File: config.mk
export PLATFORM = sky130hd
export DESIGN_NAME = cb_encode_19
export DESIGN_NICKNAME = d
export VERILOG_FILES = /design/src/rtl/cb_encode_19.sv
export SDC_FILE = /design/constraint.sdc
export NUM_CORES = 1
export LEC_CHECK = 0
export ABC_AREA = 1
export CELL_PAD_IN_SITES_DETAIL_PLACEMENT = 0
export CELL_PAD_IN_SITES_GLOBAL_PLACEMENT = 1
export CORE_MARGIN = 8
export CORE_UTILIZATION = 45
export CTS_CLUSTER_DIAMETER = 40
export DETAILED_ROUTE_END_ITERATION = 12
export DONT_BUFFER_PORTS = 1
export GPL_TIMING_DRIVEN = 0
export PLACE_DENSITY = 0.78
export SYNTH_ARGS = -nofsm -noshare
export SYNTH_HDL_FRONTEND = slang
export SYNTH_SLANG_ARGS = --single-unit
File: constraint.sdc
create_clock -name clk -period 1.95 [get_ports clk]
set_clock_uncertainty 0.1 [all_clocks]
set_input_delay 0.39 -clock clk [delete_from_list [all_inputs] [get_ports clk]]
set_output_delay 0.39 -clock clk [all_outputs]
set_load 0.05 [all_outputs]
File: src/rtl/cb_encode_19.sv
// CB-format branch encoder: two-stage valid/ready pipeline.
// S1 holds target-pc, op and rt; S2 holds the encoded word and error flags.
module cb_encode_19 (
  input  logic        clk,
  input  logic        reset_n,
  input  logic        in_valid,
  output logic        in_ready,
  input  logic [63:0] pc,
  input  logic [63:0] target,
  input  logic [1:0]  op,
  input  logic [4:0]  rt,
  output logic        out_valid,
  input  logic        out_ready,
  output logic [31:0] instr,
  output logic        err_align,
  output logic        err_range,
  output logic        err_op,
  output logic [7:0]  err_count
);

  logic        r_s1_valid;
  logic [63:0] r_diff;
  logic [1:0]  r_op;
  logic [4:0]  r_rt;
  logic        r_out_valid;
  logic [31:0] r_instr;
  logic        r_ea, r_er, r_eo;
  logic [7:0]  r_err_cnt;

  logic        w_s2_load, w_s1_load;
  logic        w_ea, w_er, w_eo;
  logic [18:0] w_imm19;
  logic [31:0] w_instr;
  logic        w_deliver_err;

  assign w_s2_load = !r_out_valid || out_ready;
  assign w_s1_load = !r_s1_valid || w_s2_load;
  assign in_ready  = w_s1_load;

  // Byte offset must fit in 21 signed bits: upper bits are pure sign extension.
  assign w_imm19 = r_diff[20:2];
  assign w_ea    = |r_diff[1:0];
  assign w_er    = !((&r_diff[63:20]) || (~|r_diff[63:20]));
  assign w_eo    = (r_op == 2'b11);

  always_comb begin
    w_instr = 32'h0;
    case (r_op)
      2'b00:   w_instr = {8'hB4, w_imm19, r_rt};
      2'b01:   w_instr = {8'hB5, w_imm19, r_rt};
      2'b10:   w_instr = {8'h54, w_imm19, 1'b0, r_rt[3:0]};
      default: w_instr = 32'h0;
    endcase
    if (w_ea || w_er || w_eo) w_instr = 32'h0;
  end

  always_ff @(posedge clk or negedge reset_n) begin
    if (!reset_n) begin
      r_s1_valid <= 1'b0;
      r_diff     <= 64'h0;
      r_op       <= 2'b00;
      r_rt       <= 5'h0;
    end else if (w_s1_load) begin
      r_s1_valid <= in_valid;
      if (in_valid) begin
        r_diff <= target - pc;
        r_op   <= op;
        r_rt   <= rt;
      end
    end
  end

  always_ff @(posedge clk or negedge reset_n) begin
    if (!reset_n) begin
      r_out_valid <= 1'b0;
      r_instr     <= 32'h0;
      r_ea        <= 1'b0;
      r_er        <= 1'b0;
      r_eo        <= 1'b0;
    end else if (w_s2_load) begin
      r_out_valid <= r_s1_valid;
      r_instr     <= w_instr;
      r_ea        <= w_ea;
      r_er        <= w_er;
      r_eo        <= w_eo;
    end
  end

  assign w_deliver_err = r_out_valid && out_ready && (r_ea || r_er || r_eo);

  always_ff @(posedge clk or negedge reset_n) begin
    if (!reset_n)                              r_err_cnt <= 8'h00;
    else if (w_deliver_err && r_err_cnt != 8'hFF) r_err_cnt <= r_err_cnt + 8'h01;
  end

  assign out_valid = r_out_valid;
  assign instr     = r_instr;
  assign err_align = r_ea;
  assign err_range = r_er;
  assign err_op    = r_eo;
  assign err_count = r_err_cnt;

endmodule

* Word level (Yosys, flattened, before mapping) *
Index checks and enable logic that the tools add are counted.

word-level totals
  output and inout bits = 45
  logic and storage cells = 37
  register bits after elaboration = 116
  input bits = 139

cells by class
  add/sub/neg operators = 2
  eq/ne operators = 4
  muxes and demuxes = 2
  reduce and logical (&&, ||, !) cells = 19

operator list
  operator                                        number
  one-hot mux 32 bit (3 select lines)             1
  subtractor 64 bit                               1
  AND reduction 44 bit                            1
  OR reduction 44 bit                             1
  2-to-1 mux 32 bit                               1
  adder 8 x 1 -> 8 bit (second input constant)    1
  != test 8 bit (second input constant)           1
  logical OR 1 bit                                7
  == test 2 bit (second input constant)           2
  zero test 1 bit                                 4
  logical AND 1 bit                               3
  == test 2 x 1 -> 1 bit (second input constant)  1
  zero test 2 bit                                 1
  AND reduction 2 bit                             1
  OR reduction 2 bit                              1

* Longest topological paths before layout *
  depth after elaboration = 7
  gate-level depth with buffers = 17
  mapped depth without buffers = 17

* Least setup slack after synthesis *
Ideal clock, no wire load.

  kind = register -> register
  from = reg r_out_valid, in the netlist out_valid
  to = reg r_diff[50]
  buffers on the path = 2
  period minus slack after synthesis = 2.177 ns
  cell stages (with the launch flop) = 10
  library setup time = 0.118 ns
  required time = 1.732 ns
  path slack = -0.227 ns
  data arrival time = 1.959 ns
  path through = dfrtp_1 -> inv_1 -> nor2_4 -> nand2_1 -> nand2_1 -> buf_4 -> inv_2 -> clkbuf_1 -> nand3_1 -> nand2_1

on the way
  word-level cells in the longest chain between the ends = 4

ends and longest elaborated chain
  element                        RTL line  RTL
  start, declared                25        logic r_out_valid;
  start signal, assigned         81        r_out_valid <= r_s1_valid;
  zero test 1 bit                36        assign w_s2_load = !r_out_valid || out_ready;
  logical OR 1 bit               36
  logical OR 1 bit               37        assign w_s1_load = !r_s1_valid || w_s2_load;
  named net in_ready             7         output logic in_ready,
  AND reduction 2 bit (no line)  n/a
  end signal, assigned           66        r_diff <= target - pc;
  end, declared                  22        logic [63:0] r_diff;

The timed path passes the listed nets, and every way through them passes these cells.
A chain may end at the register's enable or synchronous reset.

* Worst setup path after layout *
  from = in pc[29]
  to = reg r_diff[54]

on the way
  word-level cells in the longest chain between the ends = 1

ends and longest elaborated chain
  element            RTL line  RTL
  start, declared    8         input logic [63:0] pc,
  subtractor 64 bit  66

No other way between the ends.

==> out/metrics.yaml <==
status:
  status: "finished with violations"
  failed_checks: "hold timing"
clock_network:
  cts_made_buffers: 9
  clock-sinks: 112
  ctsRootBufferMaster: "clkbuf_16"
  cts_tree: "yes"
  clk_latency_ns: 0.35
  clockBufferDepth: 2
  path_clk_slew_ns: 0.07
  h-tree-depth: 3
critical_path:
  required_ns: 2.08
  r2r-start: "out_valid$_DFFE_PN0P_"
  startpoint: "pc[29]"
  arrival_ns: 2.01
  crit_path_end_kind: "flip-flop"
  crit_type: "primary input to flip-flop"
  startpoint_type: "primary input"
  cp_max_fo: 4
detailed_routing:
  first_iter_violations: 762
  vias: 10400
  drc_errors: 0
  routed_wl_um: 33400
  via_per_inst: 4.82
  final_antenna_net_count: 0
  routedWlPerCell_um: 15.4
  drt_pre_antenna_iters: 6
power:
  power.internal_uw: 4720
  cellPowerDensity_mw_per_mm2: 658
  netSwitchingPower_uw: 3380
  pwr-share-seq_pct: 41.4
  sw_frac_of_total_pct: 41.7
  finalPower_uw: 8110
  power_leakage_uw: 0.00699
  irDropWorstVdd_mv: 0.450
  pwr-share-comb_pct: 37.1
  clock_power_share_pct: 21.5
sta:
  min_period_over_period_pct: 96.5
  grt_setup_unrepaired: "true"
  fmax_mhz: 531
  worst_pin_slew_ns: 0.571
  hold_viol: 112
  relSlewSlack_pct: 62.0
  fin_crit_ns: 1.88
  drv_slew: 0
  setup_viol: 0
  whs_ns: -0.369
floorplan:
  die_h_um: 169
  io_pins: 184
  rows: 56
  die-area_mm2: 0.0287
  core_mm2: 0.0233
  start_util_pct: 45.5
  die_x_um: 169
yosys:
  synth-warning-count: 0
  ys_seq_elements: 112
  synth_cell_types: 36
  synthArstFlopShare_pct: 100
  synth_top_area_share_pct: 26.5
  synth_edf_count: 0
  synthTopCellsByArea: "dfrtp_1, nand2_1, inv_1"
  synth_area_leader_cell: "dfrtp_1"
  synthCells: 1818
  syn-cell-area_mm2: 0.0106
  ys_seq_area_share_pct: 26.5
  synth_flop_cell: "dfrtp_1"
  avgSynthCellArea_um2: 5.82
run:
  maxCapViolations: 0
layout:
  multi_input_area_mm2: 0.00703
  fillCellCount: 2510
  regArea_mm2: 0.00282
  utilization_pct: 53.0
  drive_above_1_share_pct: 14.7
  diodes: 0
  synthToLayoutAreaGrowth_pct: 16.5
  stdcell_count: 2162
  final_nets: 2042
place:
  hpwl_um: 28100
  dp.cells: 2138
  port_buffers: 0
  gp_congestion: 0.950
global_routing:
  grt-ovfl-total: 0
  grt_max_degree: 113
  grt_pass1_vias: 9719
  grt_pass1_wl_um: 51000
  grt_antenna_before_repair: 0
  grt_usage_pct: 22.7
worst_hold_path:
  hp-class: "primary input to asynchronous set/reset pin"
[power by group through the flow]
stage          Combinational (uW)  Sequential (uW)  Clock [uW]
2_1_floorplan                1920             3280           0
3_3_place_gp                 2590             3350           0
3_5_place_dp                 2620             3360           0
4_1_cts                      2700             3330        1780
5_1_grt                      3380             3420        1880
6_report                     3010             3360        1740
[cells in the final DEF, fill, tap and decap left out, types with 28 or more instances in the layout]
cell	Yosys	final
ha_4	0	36
o21ai_0	28	28
dfrtp_1	112	102
nand2_1	734	708
a21oi_1	42	37
nand2_2	20	42
nor2_1	122	89
nor2_2	13	33
inv_1	406	403
nand3_2	8	28
nand3_1	92	72
[flip-flops by register name, summed over array words and instances (netlist names)]
register,cells
err_range,1
r_op,2
instr,28
r_diff,64
out_valid,1
r_rt,5
err_op,1
err_align,1
r_s1_valid,1
err_count,8
[timing repair]
action,in CTS,in global routing
endpoints found under the hold margin,112,112
resized for setup,56,170
endpoints found under the setup margin,75,78
pin swaps,3,17
buffers inserted,1,7
[cell families after synthesis]
group | count (synthesis) | synth area share [%]
fa+ha+maj | 65 | 7.76
other cells | 1 | 0.0354
buf+inv | 442 | 16.0
mux | 1 | 0.106
simple gates | 1060 | 41.9
flops | 112 | 26.5
xor+xnor | 28 | 2.32
compound gates | 109 | 5.35
[Yosys cell counts (all sizes together) (3+ instances only)]
library cell  number
nor3              21
o22ai              8
nand4             26
o21bai             3
nor2             136
clkbuf             9
o21ai             55
a21oi             42
xor2               5
nor4              10
ha                64
inv              416
nand2            754
nand3b             7
dfrtp            112
xnor2             23
or2                5
buf               16
nand3            100
[metal layers]
metal  GRT usage, %  vias to the layer above  routed length [um]
li1               -                     5466                   -
met1           33.6                     4680               17000
met2           35.0                      250               14200
met3           2.47                       21                1740
met4           4.42                        0                 392
met5              0                        -                   0
[path summary, 6_finish.rpt]
check	endpoint	slack [ns]	depth (start not counted)
hold reg to reg	instr[29]$_DFFE_PN0P_	0.37	1
setup / recovery	r_diff[54]$_DFFE_PN0P_	0.07	13
setup reg to reg	r_diff[33]$_DFFE_PN0P_	0.10	9
min in group clk	r_rt[4]$_DFFE_PN0P_	0.06	2
max in group asynchronous	err_count[0]$_DFFE_PN0P_	1.95	0
hold / removal	instr[13]$_DFFE_PN0P_	-0.37	0
[worst max-delay path, cell delays in order]
cell     delay [ns]
inv_1          0.03
ha_2           0.37
nand2_1        0.12
nor2_2         0.14
inv_1          0.12
nor2_2         0.21
nand2_1        0.11
nor2_1         0.10
nand2_1        0.10
nand3_1        0.09
nand2_1        0.06
nand3_2        0.12
nand2_1        0.06
[metrics by stage]
step	area, um^2	setup WS, ns	TNS [ns]	hold WS [ns]
after floorplan	10600	0.00511	0	-0.00559
after global placement	11000	-0.538	-21.51	-0.00250
after detailed placement	11000	-0.558	-22.60	-0.00250
after CTS	11500	0.00112	0	-0.384
after global routing	12300	-0.0227	-0.0824	-0.393
final	12300	0.0681	0	-0.369
[cell type report]
cell class                 instances  area share [%]
tap                              319            3.24
clock inverter                     6           0.426
buffer                            25            1.39
timing repair buffer               8           0.487
clock buffer                      10            1.86
inverter                         417            12.7
multi-input combinational       1265            57.0
sequential                       112            22.8
(Power assumes the default switching activity.)
==> RTL change (same flow settings) <==
Add an input register stage for `target`; this delays it by one clock. The other inputs are not delayed to match.
--- a/src/rtl/cb_encode_19.sv
+++ b/src/rtl/cb_encode_19.sv
@@ -17,6 +17,12 @@
   output logic        err_op,
   output logic [7:0]  err_count
 );
+
+  logic [63:0] target_q;
+
+  always_ff @(posedge clk) begin
+    target_q <= target;
+  end
 
   logic        r_s1_valid;
   logic [63:0] r_diff;
@@ -63,7 +69,7 @@
     end else if (w_s1_load) begin
       r_s1_valid <= in_valid;
       if (in_valid) begin
-        r_diff <= target - pc;
+        r_diff <= target_q - pc;
         r_op   <= op;
         r_rt   <= rt;
       end
Check against the original RTL: not equivalent (a bounded check fails within 4 cycles, from zero or initial values and one cycle with reset_n low).
==> RTL change against the original RTL <==
  * The run ends with hold timing, setup timing left
  * Critical path type is now flip-flop to flip-flop
  * Power grew 52%
  * First-iteration DRC count grew 1.2%
  * Synthesized cell count grew 3.4%
  * Final area grew 35%
  * Wire length grew 20%
  * Worst setup slack lost 320 ps
  * Synthesized area grew 12%
  * Sequential cell count grew 64
==> RTL change: results (changes against the original RTL) <==
Global Route Usage Sum 24.4% (+1.8 points); Slowest cell on crit path fa_2; register area share after synthesis 34.5% (+8.0 points); placer's final routability congestion estimate 0.894 (-5.8%); maximum root-to-sink buffer count 2 (unchanged); Post-Syn Instances 1879 (+3.4%); clk slew on worst S/H paths 80 ps; Post-layout nets 2248 (+10%); Worst Path Arrival 2430 ps (+420 ps); final setup vio count 26 (+26); CP startpoint kind flip-flop; ANT cells 0 (unchanged); Max stage delay on crit path 350 ps (-20 ps); Worst Reg-to-Reg Cells 17 (+8); H-tree levels 4 (+1); fraction of layout cells with a size suffix above 1 28.9% (+14 points); Synth top cells by count 745 x nand2_1, 405 x inv_1, 125 x nor2_1, 112 x dfrtp_1, 94 x nand3_1; number of buffers created by CTS 17 (+8); Non-Filler Instances 2392 (+11%); TNS Setup -4590 ps (-4590 ps); first-pass GRT wire length 60100 um (+18%); status finished with violations; fraction of registers with async set/reset 63.6% (-36 points); P_leak 8.83 nW (+26%); number of global-route vias before repair 11424 (+18%); failing checks hold timing, setup timing; Final HPWL DP 29500 um (+5.1%); CP delay by family, top simple AND/OR/NAND/NOR gates; Hold Vio Cnt, Final 112 (unchanged); Slew headroom 63.5% (+1.6 points); Placement Cell Area 12300 um2 (+12%); DR pass1 iterations 8 (+2); Synth area leaders dfrtp_1 24%, nand2_1 24%, inv_1 13%; Setup WS post-layout -252 ps (-320 ps); final WL 39900 um (+20%); hold slack -468 ps (-99.9 ps); Clk Latency, worst-skew pair 450 ps (+100 ps); top_reg_cell synth dfrtp_1; Via Count 11782 (+13%); drt first-iter violations 771 (+1.2%); Max VDD drop 0.876 mV (+95%); reg2reg start target_q[0]$_DFF_P_
-- RTL change: through the flow --
step	utilization (%)	setup WS (ps)
floorplan	-	-69.5
global placement	47.3	-533
detailed placement	47.3	-565
CTS	58.4	-194
global route	64.1	-347
finish	64.1	-252
-- RTL change: what timing repair did --
item	CTS	global route
cloned	0	0
hold endpoints to repair	183	112
pin swaps	52	130
setup buffers	25	49
resized for setup	297	310
setup endpoints to repair	79	82
-- RTL change: path summary, 6_finish.rpt --
check / end / slack [ps]
setup / recovery: r_diff[46]$_DFFE_PN0P_ / -250
hold / removal: instr[6]$_DFFE_PN0P_ / -470
setup reg to reg: r_diff[46]$_DFFE_PN0P_ / -250
hold reg to reg: r_diff[0]$_DFFE_PN0P_ / 390
max in group asynchronous: err_count[3]$_DFFE_PN0P_ / 2040
min in group clk: r_diff[0]$_DFFE_PN0P_ / 70
-- RTL change: kinds of logic (layout without fill, tap and decap cells) --
group	Yosys count	in the layout	share of synthesized area [%]
flops	176	176	34.5
simple gates	1073	1073	37.7
buf+inv	433	610	14.2
compound gates	101	101	4.42
fa+ha+maj	65	65	6.93
xor+xnor	29	29	2.14
mux	1	1	0.0950
other cells	1	2	0.0316
-- RTL change: area by class of cell --
class,count,area [um2]
clock buffers,19,443
fillers,2336,9330
plain buffers,26,176
inverters,407,1530
flip-flops and latches,176,4130
clock inverters,13,143
repair buffers,145,1360
well taps,335,419
multi-input cells,1271,8460
-- RTL change: layer usage --
layer | routed length [um] | up-vias | track usage, %
met4 | 481 | 0 | 5.41
met2 | 17900 | 315 | 37.7
met3 | 2280 | 36 | 3.90
met5 | 0 | - | 0
met1 | 19300 | 5454 | 35.3
li1 | - | 5977 | -
-- RTL change: power breakdown --
group | switching, mW | internal [mW]
Clock | 1.81 | 1.75
Combinational | 2.34 | 1.64
Sequential | 0.679 | 4.12
